## src/rtl/demux8_pkg.sv

```systemverilog
// Shared constants and types for the 8-way write demux.
// The buffer-entry struct is declared in the top because its data width is a parameter there.
package demux8_pkg;
  localparam int NUM_TARGETS = 8;
  localparam int SEL_WIDTH   = 3;

  typedef enum logic [1:0] {
    EMPTY = 2'd0,
    BUSY  = 2'd1,
    FULL  = 2'd2
  } state_t;
endpackage

```

## src/rtl/sat_counter.sv

```systemverilog
// Per-target beat counter that sticks at all-ones instead of wrapping.
module sat_counter #(
  parameter int CNT_WIDTH = 16
) (
  input  logic                 clk_i,
  input  logic                 rst_i,
  input  logic                 inc_i,
  output logic [CNT_WIDTH-1:0] cnt_o
);
  always_ff @(posedge clk_i or posedge rst_i) begin
    if (rst_i) begin
      cnt_o <= '0;
    end else if (inc_i && (cnt_o != '1)) begin
      cnt_o <= cnt_o + CNT_WIDTH'(1);
    end
  end
endmodule

```

## src/rtl/demux8_wr.sv

```systemverilog
// 8-way write-stream demux with a 2-entry skid buffer; in_ready_o comes straight from the state flop.
// Optional per-target drain counters are built when DEMUX8_STATS_EN is defined.
module demux8_wr
  import demux8_pkg::*;
#(
  parameter int DATA_WIDTH = 32,
  parameter int CNT_WIDTH  = 16
) (
  input  logic                           clk_i,
  input  logic                           rst_i,
  input  logic                           in_valid_i,
  output logic                           in_ready_o,
  input  logic [SEL_WIDTH-1:0]           sel_i,
  input  logic [DATA_WIDTH-1:0]          data_i,
  output logic [NUM_TARGETS-1:0]         out_valid_o,
  input  logic [NUM_TARGETS-1:0]         out_ready_i,
  output logic [SEL_WIDTH-1:0]           out_sel_o,
  output logic [DATA_WIDTH-1:0]          out_data_o,
  output logic [NUM_TARGETS*CNT_WIDTH-1:0] beat_cnt_o
);
  // state | meaning
  // EMPTY | nothing held
  // BUSY  | main entry valid and presented
  // FULL  | main and skid valid; upstream stalled

  typedef struct packed {
    logic [SEL_WIDTH-1:0]  sel;
    logic [DATA_WIDTH-1:0] data;
  } entry_t;

  state_t state, state_n;
  entry_t main_q, main_n, skid_q, skid_n, in_entry;
  logic   acc, drn;

  assign in_entry    = '{sel: sel_i, data: data_i};
  assign in_ready_o  = (state != FULL);
  assign acc         = in_valid_i && in_ready_o;
  // Ready bits of non-selected targets never matter.
  assign drn         = (state != EMPTY) && out_ready_i[main_q.sel];
  assign out_valid_o = (state != EMPTY) ? (NUM_TARGETS'(1) << main_q.sel) : '0;
  assign out_sel_o   = main_q.sel;
  assign out_data_o  = main_q.data;

  always_ff @(posedge clk_i or posedge rst_i) begin
    if (rst_i) begin
      state  <= EMPTY;
      main_q <= '0;
      skid_q <= '0;
    end else begin
      state  <= state_n;
      main_q <= main_n;
      skid_q <= skid_n;
    end
  end

  always_comb begin
    state_n = state;
    main_n  = main_q;
    skid_n  = skid_q;
    case (state)
      EMPTY: begin
        if (acc) begin
          main_n  = in_entry;
          state_n = BUSY;
        end
      end
      BUSY: begin
        if (acc && drn) begin
          main_n = in_entry;
        end else if (acc) begin
          skid_n  = in_entry;
          state_n = FULL;
        end else if (drn) begin
          state_n = EMPTY;
        end
      end
      FULL: begin
        if (drn) begin
          main_n  = skid_q;
          state_n = BUSY;
        end
      end
      default: state_n = EMPTY;
    endcase
  end

`ifdef DEMUX8_STATS_EN
  for (genvar n = 0; n < NUM_TARGETS; n++) begin : g_cnt
    sat_counter #(.CNT_WIDTH(CNT_WIDTH)) u_cnt (
      .clk_i (clk_i),
      .rst_i (rst_i),
      .inc_i (drn && (main_q.sel == SEL_WIDTH'(n))),
      .cnt_o (beat_cnt_o[n*CNT_WIDTH +: CNT_WIDTH])
    );
  end
`else
  assign beat_cnt_o = '0;
`endif
endmodule

```

## config.mk

```make
export PLATFORM = sky130hd
export DESIGN_NAME = demux8_wr
export DESIGN_NICKNAME = d
export VERILOG_FILES = /design/src/rtl/demux8_pkg.sv /design/src/rtl/sat_counter.sv /design/src/rtl/demux8_wr.sv
export SDC_FILE = /design/constraint.sdc
export NUM_CORES = 1
export LEC_CHECK = 0
export BUFFER_PORTS_ARGS = -buffer_cell sky130_fd_sc_hd__buf_2
export CELL_PAD_IN_SITES_DETAIL_PLACEMENT = 1
export CELL_PAD_IN_SITES_GLOBAL_PLACEMENT = 1
export CORE_MARGIN = 8
export CORE_UTILIZATION = 37
export CTS_CLUSTER_SIZE = 14
export DETAILED_ROUTE_END_ITERATION = 6
export PLACE_DENSITY_LB_ADDON = 0.05
export RECOVER_POWER = 50
export SYNTH_ARGS = -nofsm -noshare
export SYNTH_HDL_FRONTEND = slang
export SYNTH_SLANG_ARGS = --single-unit
export TNS_END_PERCENT = 1
```

## constraint.sdc

```tcl
create_clock -name clk_i -period 6 [get_ports clk_i]
set_input_delay 0.6 -clock clk_i [delete_from_list [all_inputs] [get_ports clk_i]]
set_output_delay 0.6 -clock clk_i [all_outputs]
set_load 0.1 [all_outputs]
```

==> summary.txt, run 1 <==
Clocking
  – CTS Buf Count: 9
  – Resize count post-CTS: 0
  – Hold buffers post-CTS: 0
  – Clock tree buffer depth: 2
  – CTS tree: built
  – Clk slew on worst S/H paths: 60 ps
  – H-tree depth: 3
  – Clock sink count: a little over 70
  – Clk_lat worst skew: between 300 and 400 ps
  – Post-CTS Repair Setup Buffers: 0
  – CTS Root Cell: clkbuf_16

Worst setup path
  – Worst Setup End Kind: flip-flop
  – Critical Path Start Type: flip-flop
  – Required time of the critical path: between 6000 and 7000 ps
  – Setup CP Type: reg -> reg
  – Crit path max fanout: 35
  – Critical path data arrival time: 3180 ps

Detailed routing
  – Vias per cell: between 4 and 5
  – DRT Pass-1 Iters: 4
  – WL/cell: 16.39 um
  – Iter 0 DRT Violations: 79
  – Drt total wl: around 9700 um
  – ANT nets after route: 0
  – DR vias: approximately 2.6k
  – Residual DRC: 0

Floorplan
  – Die area: 14980 um^2
  – Die W: between 100 and 150 um
  – Initial Utilization: a little under two fifths
  – FP Rows: 39
  – I/O pin cnt: 218
  – Core box area: 11220 um^2
  – Die H: around 120 um

Timing
  – Fin crit share: around 49%
  – Max_slew headroom: 20.19%
  – Slew Limit Fails: 0
  – Skew final: between 6 and 7 ps
  – F_max: 342.2 MHz
  – Final setup vio count: 0
  – Final Hold Viols: 0
  – Worst-margin pin slew: around 1200 ps
  – RSZ-0062 raised after global routing: no
  – Post-route minimum period: between 2000 and 3000 ps
  – Setup_tns: 0 ps

Final layout
  – Leading cell type in the layout, fill and taps excluded: conb_1
  – Layout cells sized above 1: a little under two fifths
  – Diode count: 0
  – FILL cells: approximately 1.3k
  – Most frequent cells in the layout: 128 x conb_1, 72 x dfrtp_1, 68 x buf_2
  – Area grow syn2layout: 7.888%
  – Multi-input logic area: ~1800 um^2
  – FF+latch area: ~1800 um^2
  – Final #Nets: 492

Run status
  – Status: completed

Global route
  – Total track usage: between 10% and 20%
  – Vias in the first global route: 2745
  – Gr ovfl total: 0
  – First-pass GRT wire length: 14960 um
  – Pin count of the biggest net entering global routing: between 70 and 80
  – Initial antenna violation count: 0

Yosys
  – Synth top area share: a little over two fifths
  – Gate Count Post-Synth: 360
  – Register area share after synthesis: a little over two fifths
  – Ys Warns: 0
  – Post-synth top area cell: dfrtp_1
  – Avg Cell Area, Syn: approximately 12 um^2
  – Post-synth design cell area: about 4200 um^2
  – Cell variety after synth: 33
  – Top post-synthesis cells by area: dfrtp_1 43%, buf_4 23%, mux2_2 9.4%
  – Yosys reg bits: between 70 and 80

Min path
  – Hold crit path type: reg -> reg

Run
  – MaxCap Viol Count: 0

Place
  – Placer Congestion: 0.7105
  – PortBufs: 89
  – DP Wirelength: 6806 um
[through the flow]
step / hold slack [ps] / cell area, um^2 / setup slack (ps) / instances / utilization (%)
6_report: 480.9 / 4518 / 3078 / 593 / 40.26
5_1_grt: 494.2 / 4518 / 2808 / 593 / 40.26
4_1_cts: 484.5 / 4547 / 3221 / 593 / 40.51
3_5_place_dp: 471.7 / 4227 / 3241 / 578 / 37.66
3_3_place_gp: 459.9 / 4227 / 3273 / 578 / 37.66
2_1_floorplan: 449.8 / 4664 / 1464 / 487 / -
[cells by family after synthesis]
logic type,count (synthesis),synth area share (%)
compound gates,45,11.74
buf+inv,145,25.99
flops,72,43.02
mux,39,10.55
other cells,1,0.08955
simple gates,58,8.605
[routing by layer]
layer	vias up	global-route usage (%)	part of all wire, %
met1	1284	15.77	43
met2	121	20.19	47
met5	-	0	0
li1	1163	-	-
met4	0	4.113	0.81
met3	8	4.462	9.3
[layout make-up]
class / count / area share [%]
Tap cell: 143 / 3.960
Clock buffer: 10 / 5.289
Inverter: 1 / 0.08308
Clock inverter: 5 / 1.800
Sequential cell: 72 / 39.88
Multi-Input combinational cell: 270 / 39.21
Timing Repair Buffer: 92 / 9.776
[path summary, 6_finish.rpt]
check | start | to | slack (ps) | cells past startpoint
max in group asynchronous | rst_i | out_data_o[12]$_DFFE_PP0P_ | 4860 | 3
min | skid_q[33]$_DFFE_PP0P_ | skid_q[33]$_DFFE_PP0P_ | 480 | 1
min in group asynchronous | rst_i | out_data_o[25]$_DFFE_PP0P_ | 560 | 3
max | out_sel_o[1]$_DFFE_PP0P_ | out_data_o[3]$_DFFE_PP0P_ | 3080 | 5
max reg2reg | out_sel_o[1]$_DFFE_PP0P_ | out_data_o[3]$_DFFE_PP0P_ | 3080 | 5
min reg2reg | skid_q[33]$_DFFE_PP0P_ | skid_q[33]$_DFFE_PP0P_ | 480 | 1
[critical path, cell delays in order (launching register included)]
cell and delay (ps):
dfrtp_1 600, mux2_2 390, o22a_4 200, and2_0 330, a22oi_4 970, o221a_1 340
[cells in the mapped netlist]
library cell and number:
nor2_1 5, nand2b_1 4, mux2_2 35, nor2b_1 1, nor2_8 1, or2_2 35, a21oi_1 4, clkbuf_1 5
buf_2 3, buf_6 8, and2_4 1, conb_1 1, a22oi_2 1, o221a_2 5, a2bb2oi_2 1, o22a_4 1
nor4_1 1, o22ai_1 1, mux2i_1 1, nand2_1 2, inv_1 1, nand4b_1 1, or2b_1 1, nand3_1 1
mux2_1 2, o221a_1 30, buf_4 128, nand3b_1 1, mux2_4 1, o21ai_0 1, nor3_1 4, a22oi_4 1
dfrtp_1 72
[flip-flops by register name, summed over array words and instances (netlist names)]
signal and flops:
state 2, out_sel_o 3, out_data_o 32, skid_q 35
Power of run 1 is left out: the tool's default activity adds up to more than one toggle a clock period on the data nets, which glitch-free logic cannot reach.
==> inputs of run 2 (changes only) <==
--- a/config.mk
+++ b/config.mk
@@ -9,7 +9,7 @@
 export CELL_PAD_IN_SITES_DETAIL_PLACEMENT = 1
 export CELL_PAD_IN_SITES_GLOBAL_PLACEMENT = 1
 export CORE_MARGIN = 8
-export CORE_UTILIZATION = 37
+export CORE_UTILIZATION = 34
 export CTS_CLUSTER_SIZE = 14
 export DETAILED_ROUTE_END_ITERATION = 6
 export PLACE_DENSITY_LB_ADDON = 0.05
==> constraint.sdc (replaced) <==
create_clock -name clk_i -period 2.8 [get_ports clk_i]
set_input_delay 0.28 -clock clk_i [delete_from_list [all_inputs] [get_ports clk_i]]
set_output_delay 0.28 -clock clk_i [all_outputs]
set_load 0.1 [all_outputs]
==> run 2 against run 1 <==
The run now ends with max-capacitance violations, max-slew violations left. Register-to-register slack worse by 2700 ps. Non-clock buffer count up 5. Routed wire length up 2.8%. Setup slack worse by 2700 ps. First-iteration DRC count unchanged. Die area up 7.6%. Largest cell class unchanged. Highest routed layer is now met5.
==> summary.txt, run 2 (synthesis results as in run 1) <==
Global route
  – Grt met2 use: 19.43% (was 20.19%)
  – Met1 Use GR: 14.70% (was 15.77%)
  – Initial antenna violation count: 1 (was 0)
  – GR peak layer: met2 (unchanged)
  – Gr ovfl total: 0 (unchanged)
  – First-pass GRT wire length: 15830 um (was 14960 um)
  – Pin count of the biggest net entering global routing: 51 (was 73)
  – Met3 usage: 4.825% (was 4.462%)
  – Vias in the first global route: 2879 (was 2745)
  – Total track usage: 12.15% (was 12.68%)

Clocking
  – CTS Root Cell: clkbuf_16 (unchanged)
  – H-tree depth: 3 (unchanged)
  – CTS Buf Count: 9 (unchanged)
  – Clk slew on worst S/H paths: 60 ps (about the same)
  – Clock sink count: 72 (unchanged)
  – Clock tree buffer depth: 2 (unchanged)
  – Clk_lat worst skew: 320 ps (was 330 ps)
  – Post-CTS Repair Setup Buffers: 0 (unchanged)
  – CTS tree: built (unchanged)
  – Hold buffers post-CTS: 0 (unchanged)
  – Resize count post-CTS: 0 (unchanged)

Timing
  – Post-route minimum period: 2398 ps (was 2922 ps)
  – Max_slew headroom: -54.31% (was 20.19%)
  – Final setup vio count: 0 (unchanged)
  – Slew Limit Fails: 51 (was 0)
  – Final Hold Viols: 0 (unchanged)
  – Post-route setup slack: 402.3 ps (was 3078 ps)
  – Worst-margin pin slew: 2302 ps (was 1202 ps)
  – Skew final: 5.842 ps (was 6.973 ps)
  – F_max: 417.1 MHz (was 342.2 MHz)
  – Worst hold margin: 203.9 ps (was 480.9 ps)
  – Fin crit share: 85.63% (was 48.70%)
  – RSZ-0062 raised after global routing: no (unchanged)

Worst setup path
  – Worst Setup SP: out_sel_o[1]$_DFFE_PP0P_ (unchanged)
  – Required time of the critical path: 3000 ps (was 6250 ps)
  – Critical path data arrival time: 2600 ps (was 3180 ps)
  – Critical Path Start Type: flip-flop (unchanged)
  – Worst reg-to-reg setup slack: 400 ps (was 3080 ps)
  – FF-to-FF path depth: 6 (was 5)
  – Worst Setup End Kind: flip-flop (unchanged)
  – Setup CP Type: reg -> reg (unchanged)
  – Reg-to-reg endpoint: skid_q[2]$_DFFE_PP0P_ (was out_data_o[3]$_DFFE_PP0P_)
  – Worst reg2reg path startpoint: out_sel_o[1]$_DFFE_PP0P_ (unchanged)
  – Crit path max fanout: 22 (was 35)

Final layout
  – FF+latch area: 1802 um^2 (unchanged)
  – Max reg flops: 35 (unchanged)
  – Layout cells sized above 1: 38.24% (was 37.11%)
  – FILL cells: 1429 (was 1314)
  – Most frequent cells in the layout: 128 x conb_1, 72 x dfrtp_1, 67 x buf_2 (was 128 x conb_1, 72 x dfrtp_1, 68 x buf_2)
  – Largest Register: skid_q (unchanged)
  – Area grow syn2layout: 8.156% (was 7.888%)
  – Multi-input logic area: 1800 um^2 (was 1772 um^2)
  – Leading cell type in the layout, fill and taps excluded: conb_1 (unchanged)
  – Final #Nets: 497 (was 492)
  – Final Util: 37.71% (was 40.26%)
  – Diode count: 0 (unchanged)

Detailed routing
  – WL/cell: 16.60 um (was 16.39 um)
  – Vias per cell: 4.249 (was 4.344)
  – Drt total wl: 9992 um (was 9722 um)
  – Iter 0 DRT Violations: 79 (unchanged)
  – DRT Pass-1 Iters: 4 (unchanged)
  – ANT nets after route: 0 (unchanged)
  – Residual DRC: 0 (unchanged)
  – DR vias: 2558 (was 2576)

Floorplan
  – I/O pin cnt: 218 (unchanged)
  – Initial Utilization: 34.86% (was 37.31%)
  – Die area: 16120 um^2 (was 14980 um^2)
  – Core box area: 12010 um^2 (was 11220 um^2)
  – FP Rows: 40 (was 39)
  – Die H: 127.0 um (was 122.4 um)
  – Die W: 127.0 um (was 122.4 um)

Min path
  – Min-delay src: data_i[31] (was skid_q[33]$_DFFE_PP0P_)
  – WHS Endpoint: skid_q[31]$_DFFE_PP0P_ (was skid_q[33]$_DFFE_PP0P_)
  – WHS Path Cells: 2 (was 1)
  – Hold crit path type: in -> reg (was reg -> reg)

Run
  – MaxCap Viol Count: 1 (was 0)

Place
  – Dpl ws: 379.0 ps (was 3241 ps)
  – Placer Congestion: 0.7069 (was 0.7105)
  – DP Wirelength: 7474 um (was 6806 um)
  – PortBufs: 89 (unchanged)

Run status
  – Status: finished, violations left (was completed)
  – Failing checks: max-capacitance violations, max-slew violations
[run 2: final cells by class]
| class | instances | share of cell area, % |
|---|---|---|
| clock buffers | 11 | 5.138 |
| multi-input cells | 270 | 39.75 |
| clock inverters | 4 | 0.4972 |
| flip-flops and latches | 72 | 39.78 |
| inverters | 1 | 0.1105 |
| repair buffers | 97 | 10.66 |
| well taps | 147 | 4.061 |
[run 2: worst max-delay path, stage by stage, from the launching register on]
cell and delay, ps:
dfrtp_1 620, mux2_2 400, o22a_4 210, and2_4 200, nor2_8 260, buf_12 220, mux2_2 350
[run 2: worst max-delay path by stage]
| stage | slack [ps] | endpoint | cells after the start |
|---|---|---|---|
| finish | 400 | skid_q[2]$_DFFE_PP0P_ | 6 |
| global placement | 430 | skid_q[15]$_DFFE_PP0P_ | 6 |
| floorplan | -250 | out_valid_o[0] | 2 |
| CTS | 370 | skid_q[2]$_DFFE_PP0P_ | 6 |
| global route | 300 | skid_q[12]$_DFFE_PP0P_ | 6 |
| detailed placement | 380 | skid_q[1]$_DFFE_PP0P_ | 6 |
[run 2: per-layer routing]
metal  vias up  routed length (um)
li1       1172                   -
met1      1254                4296
met2       122                4614
met3         8                1001
met4         2                  66
met5         -                  13
[run 2: metrics by stage]
stage          std cells  area [um^2]  setup TNS [ps]
2_1_floorplan        487         4691          -639.4
3_3_place_gp         587         4309               0
3_5_place_dp         587         4309               0
4_1_cts              602         4564               0
5_1_grt              602         4529               0
6_report             602         4529               0
Power of run 2 is left out for the same reason.
==> inputs of run 3 (changes only) <==
--- a/config.mk
+++ b/config.mk
@@ -6,12 +6,13 @@
 export NUM_CORES = 1
 export LEC_CHECK = 0
 export BUFFER_PORTS_ARGS = -buffer_cell sky130_fd_sc_hd__buf_2
-export CELL_PAD_IN_SITES_DETAIL_PLACEMENT = 1
-export CELL_PAD_IN_SITES_GLOBAL_PLACEMENT = 1
+export CELL_PAD_IN_SITES_DETAIL_PLACEMENT = 0
+export CELL_PAD_IN_SITES_GLOBAL_PLACEMENT = 2
 export CORE_MARGIN = 8
-export CORE_UTILIZATION = 34
+export CORE_UTILIZATION = 27
 export CTS_CLUSTER_SIZE = 14
 export DETAILED_ROUTE_END_ITERATION = 6
+export GPL_ROUTABILITY_DRIVEN = 0
 export PLACE_DENSITY_LB_ADDON = 0.05
 export RECOVER_POWER = 50
 export SYNTH_ARGS = -nofsm -noshare
==> run 3 against run 2 <==
The run still ends with max-capacitance violations, max-slew violations left. Critical path depth unchanged. Fmax rose by 2.5%. Clock-buffer cell count grew 1. Sequential cell count did not move. Clock skew grew 5.0 ps. Via count rose by 1.2%. Register-to-register slack better by 60 ps. Design area increased by 3.0%. Critical path type unchanged. Critical endpoint is now skid_q[23]$_DFFE_PP0P_. Largest cell class unchanged.
==> summary.txt, run 3 (synthesis results as in run 1) <==
Detailed routing
  – ANT nets after route: 0 (unchanged)
  – WL/cell: 16.22 um (was 16.60 um)
  – Vias per cell: 4.020 (was 4.249)
  – Drt total wl: 10440 um (was 9992 um)
  – DR vias: 2589 (was 2558)
  – DRT Pass-1 Iters: 4 (unchanged)
  – Iter 0 DRT Violations: 72 (was 79)
  – Residual DRC: 0 (unchanged)

Timing
  – Post-route minimum period: 2340 ps (was 2398 ps)
  – Setup_tns: 0 ps (unchanged)
  – Slew Limit Fails: 73 (was 51)
  – Final Hold Viols: 0 (unchanged)
  – Skew final: 10.87 ps (was 5.842 ps)
  – RSZ-0062 raised after global routing: no (unchanged)
  – Worst-margin pin slew: 1888 ps (was 2302 ps)
  – Max_slew headroom: -25.84% (was -54.31%)
  – Worst hold margin: 188.1 ps (was 203.9 ps)
  – Final setup vio count: 0 (unchanged)
  – Fin crit share: 83.57% (was 85.63%)
  – F_max: 427.4 MHz (was 417.1 MHz)

Worst setup path
  – Crit-path cells: mux2_2 > o22a_4 > and2_4 > nor2_8 > buf_12 > mux2_2 (unchanged)
  – Worst reg-to-reg setup slack: 460 ps (was 400 ps)
  – Worst Setup End Kind: flip-flop (unchanged)
  – Setup CP Type: reg -> reg (unchanged)
  – Critical Path Start Type: flip-flop (unchanged)
  – CP max stage delay: 610 ps (was 620 ps)
  – Required time of the critical path: 3010 ps (was 3000 ps)
  – Critical path data arrival time: 2550 ps (was 2600 ps)
  – FF-to-FF path depth: 6 (unchanged)
  – Worst reg2reg path startpoint: out_sel_o[1]$_DFFE_PP0P_ (unchanged)
  – Slowest CP cell: dfrtp_1 (unchanged)
  – Most used cell, CP: mux2_2 (unchanged)
  – Crit path max fanout: 13 (was 22)
  – Reg-to-reg endpoint: skid_q[23]$_DFFE_PP0P_ (was skid_q[2]$_DFFE_PP0P_)

Clocking
  – CTS Buf Count: 9 (unchanged)
  – Clock sink count: 72 (unchanged)
  – H-tree depth: 3 (unchanged)
  – CTS Root Cell: clkbuf_16 (unchanged)
  – Clk slew on worst S/H paths: 60 ps (about the same)
  – Resize count post-CTS: 0 (unchanged)
  – Clk_lat worst skew: 340 ps (was 320 ps)
  – Clock tree buffer depth: 2 (unchanged)
  – Hold buffers post-CTS: 0 (unchanged)
  – Post-CTS Repair Setup Buffers: 0 (unchanged)
  – CTS tree: built (unchanged)

Global route
  – First-pass GRT wire length: 16350 um (was 15830 um)
  – Initial antenna violation count: 0 (was 1)
  – Gr ovfl total: 0 (unchanged)
  – Grt met2 use: 18.13% (was 19.43%)
  – Met3 usage: 3.874% (was 4.825%)
  – GR peak layer: met2 (unchanged)
  – Total track usage: 10.49% (was 12.15%)
  – Pin count of the biggest net entering global routing: 73 (was 51)
  – Vias in the first global route: 3015 (was 2879)
  – Met1 Use GR: 11.57% (was 14.70%)

Floorplan
  – Die area: 19750 um^2 (was 16120 um^2)
  – Initial Utilization: 27.55% (was 34.86%)
  – I/O pin cnt: 218 (unchanged)
  – FP Rows: 45 (was 40)
  – Core box area: 15200 um^2 (was 12010 um^2)
  – Die H: 140.5 um (was 127.0 um)
  – Die W: 140.5 um (was 127.0 um)

Min path
  – Hold crit path type: in -> reg (unchanged)
  – WHS Path Cells: 2 (unchanged)
  – WHS Endpoint: skid_q[33]$_DFFE_PP0P_ (was skid_q[31]$_DFFE_PP0P_)
  – Min-delay src: sel_i[1] (was data_i[31])

Final layout
  – Leading cell type in the layout, fill and taps excluded: conb_1 (unchanged)
  – Layout cells sized above 1: 38.60% (was 38.24%)
  – Max reg flops: 35 (unchanged)
  – Area grow syn2layout: 11.38% (was 8.156%)
  – Final #Nets: 497 (unchanged)
  – Largest Register: skid_q (unchanged)
  – Final Util: 30.68% (was 37.71%)
  – Most frequent cells in the layout: 128 x conb_1, 72 x dfrtp_1, 67 x buf_2 (unchanged)
  – Diode count: 0 (unchanged)
  – FILL cells: 1621 (was 1429)

Run
  – MaxCap Viol Count: 1 (unchanged)

Run status
  – Failing checks: max-capacitance violations, max-slew violations (unchanged)
  – Status: finished, violations left (unchanged)

Place
  – DP Wirelength: 7536 um (was 7474 um)
  – PortBufs: 89 (unchanged)
## run 3: worst max-delay path: cells and delay by family (launching register included)
family                 cells  cell delay, ps
AOI/OAI and AO/OA          1             200
buffers and inverters      1             190
DFF                        1             610
muxes                      2             730
and+or+nand+nor            2             480
## run 3: metrics by stage
step	cell area [um^2]	cells	worst slack (ps)
floorplan	4691	487	-253.0
global placement	4384	628	465.9
detailed placement	4384	628	432.5
CTS	4707	644	416.9
global route	4664	644	333.6
finish	4664	644	460.0
## run 3: how the worst max path moves through the flow
stage	from	end	slack (ps)	cells after the start
2_1_floorplan	out_sel_o[1]$_DFFE_PP0P_	out_valid_o[0]	-250	2
3_3_place_gp	out_sel_o[1]$_DFFE_PP0P_	skid_q[3]$_DFFE_PP0P_	470	6
3_5_place_dp	out_sel_o[1]$_DFFE_PP0P_	skid_q[22]$_DFFE_PP0P_	430	6
4_1_cts	out_sel_o[1]$_DFFE_PP0P_	skid_q[23]$_DFFE_PP0P_	420	6
5_1_grt	out_sel_o[1]$_DFFE_PP0P_	skid_q[23]$_DFFE_PP0P_	330	6
6_report	out_sel_o[1]$_DFFE_PP0P_	skid_q[23]$_DFFE_PP0P_	460	6
## run 3: layer usage
metal / wire length, um / vias to the layer above / part of all wire [%]
met5: 0 / - / 0
met4: 116 / 0 / 1.1
met3: 828 / 7 / 7.9
met2: 5241 / 122 / 50
met1: 4258 / 1288 / 41
li1: - / 1172 / -
## run 3: cell type report
type / count / area (um^2) / area share (%)
clock inverters: 4 / 76.32 / 1.636
well taps: 188 / 235.2 / 5.043
clock buffers: 12 / 246.5 / 5.284
flip-flops and latches: 72 / 1802 / 38.63
multi-input cells: 270 / 1800 / 38.60
inverters: 1 / 3.754 / 0.08047
repair buffers: 97 / 500.5 / 10.73
Power of run 3 is left out for the same reason.
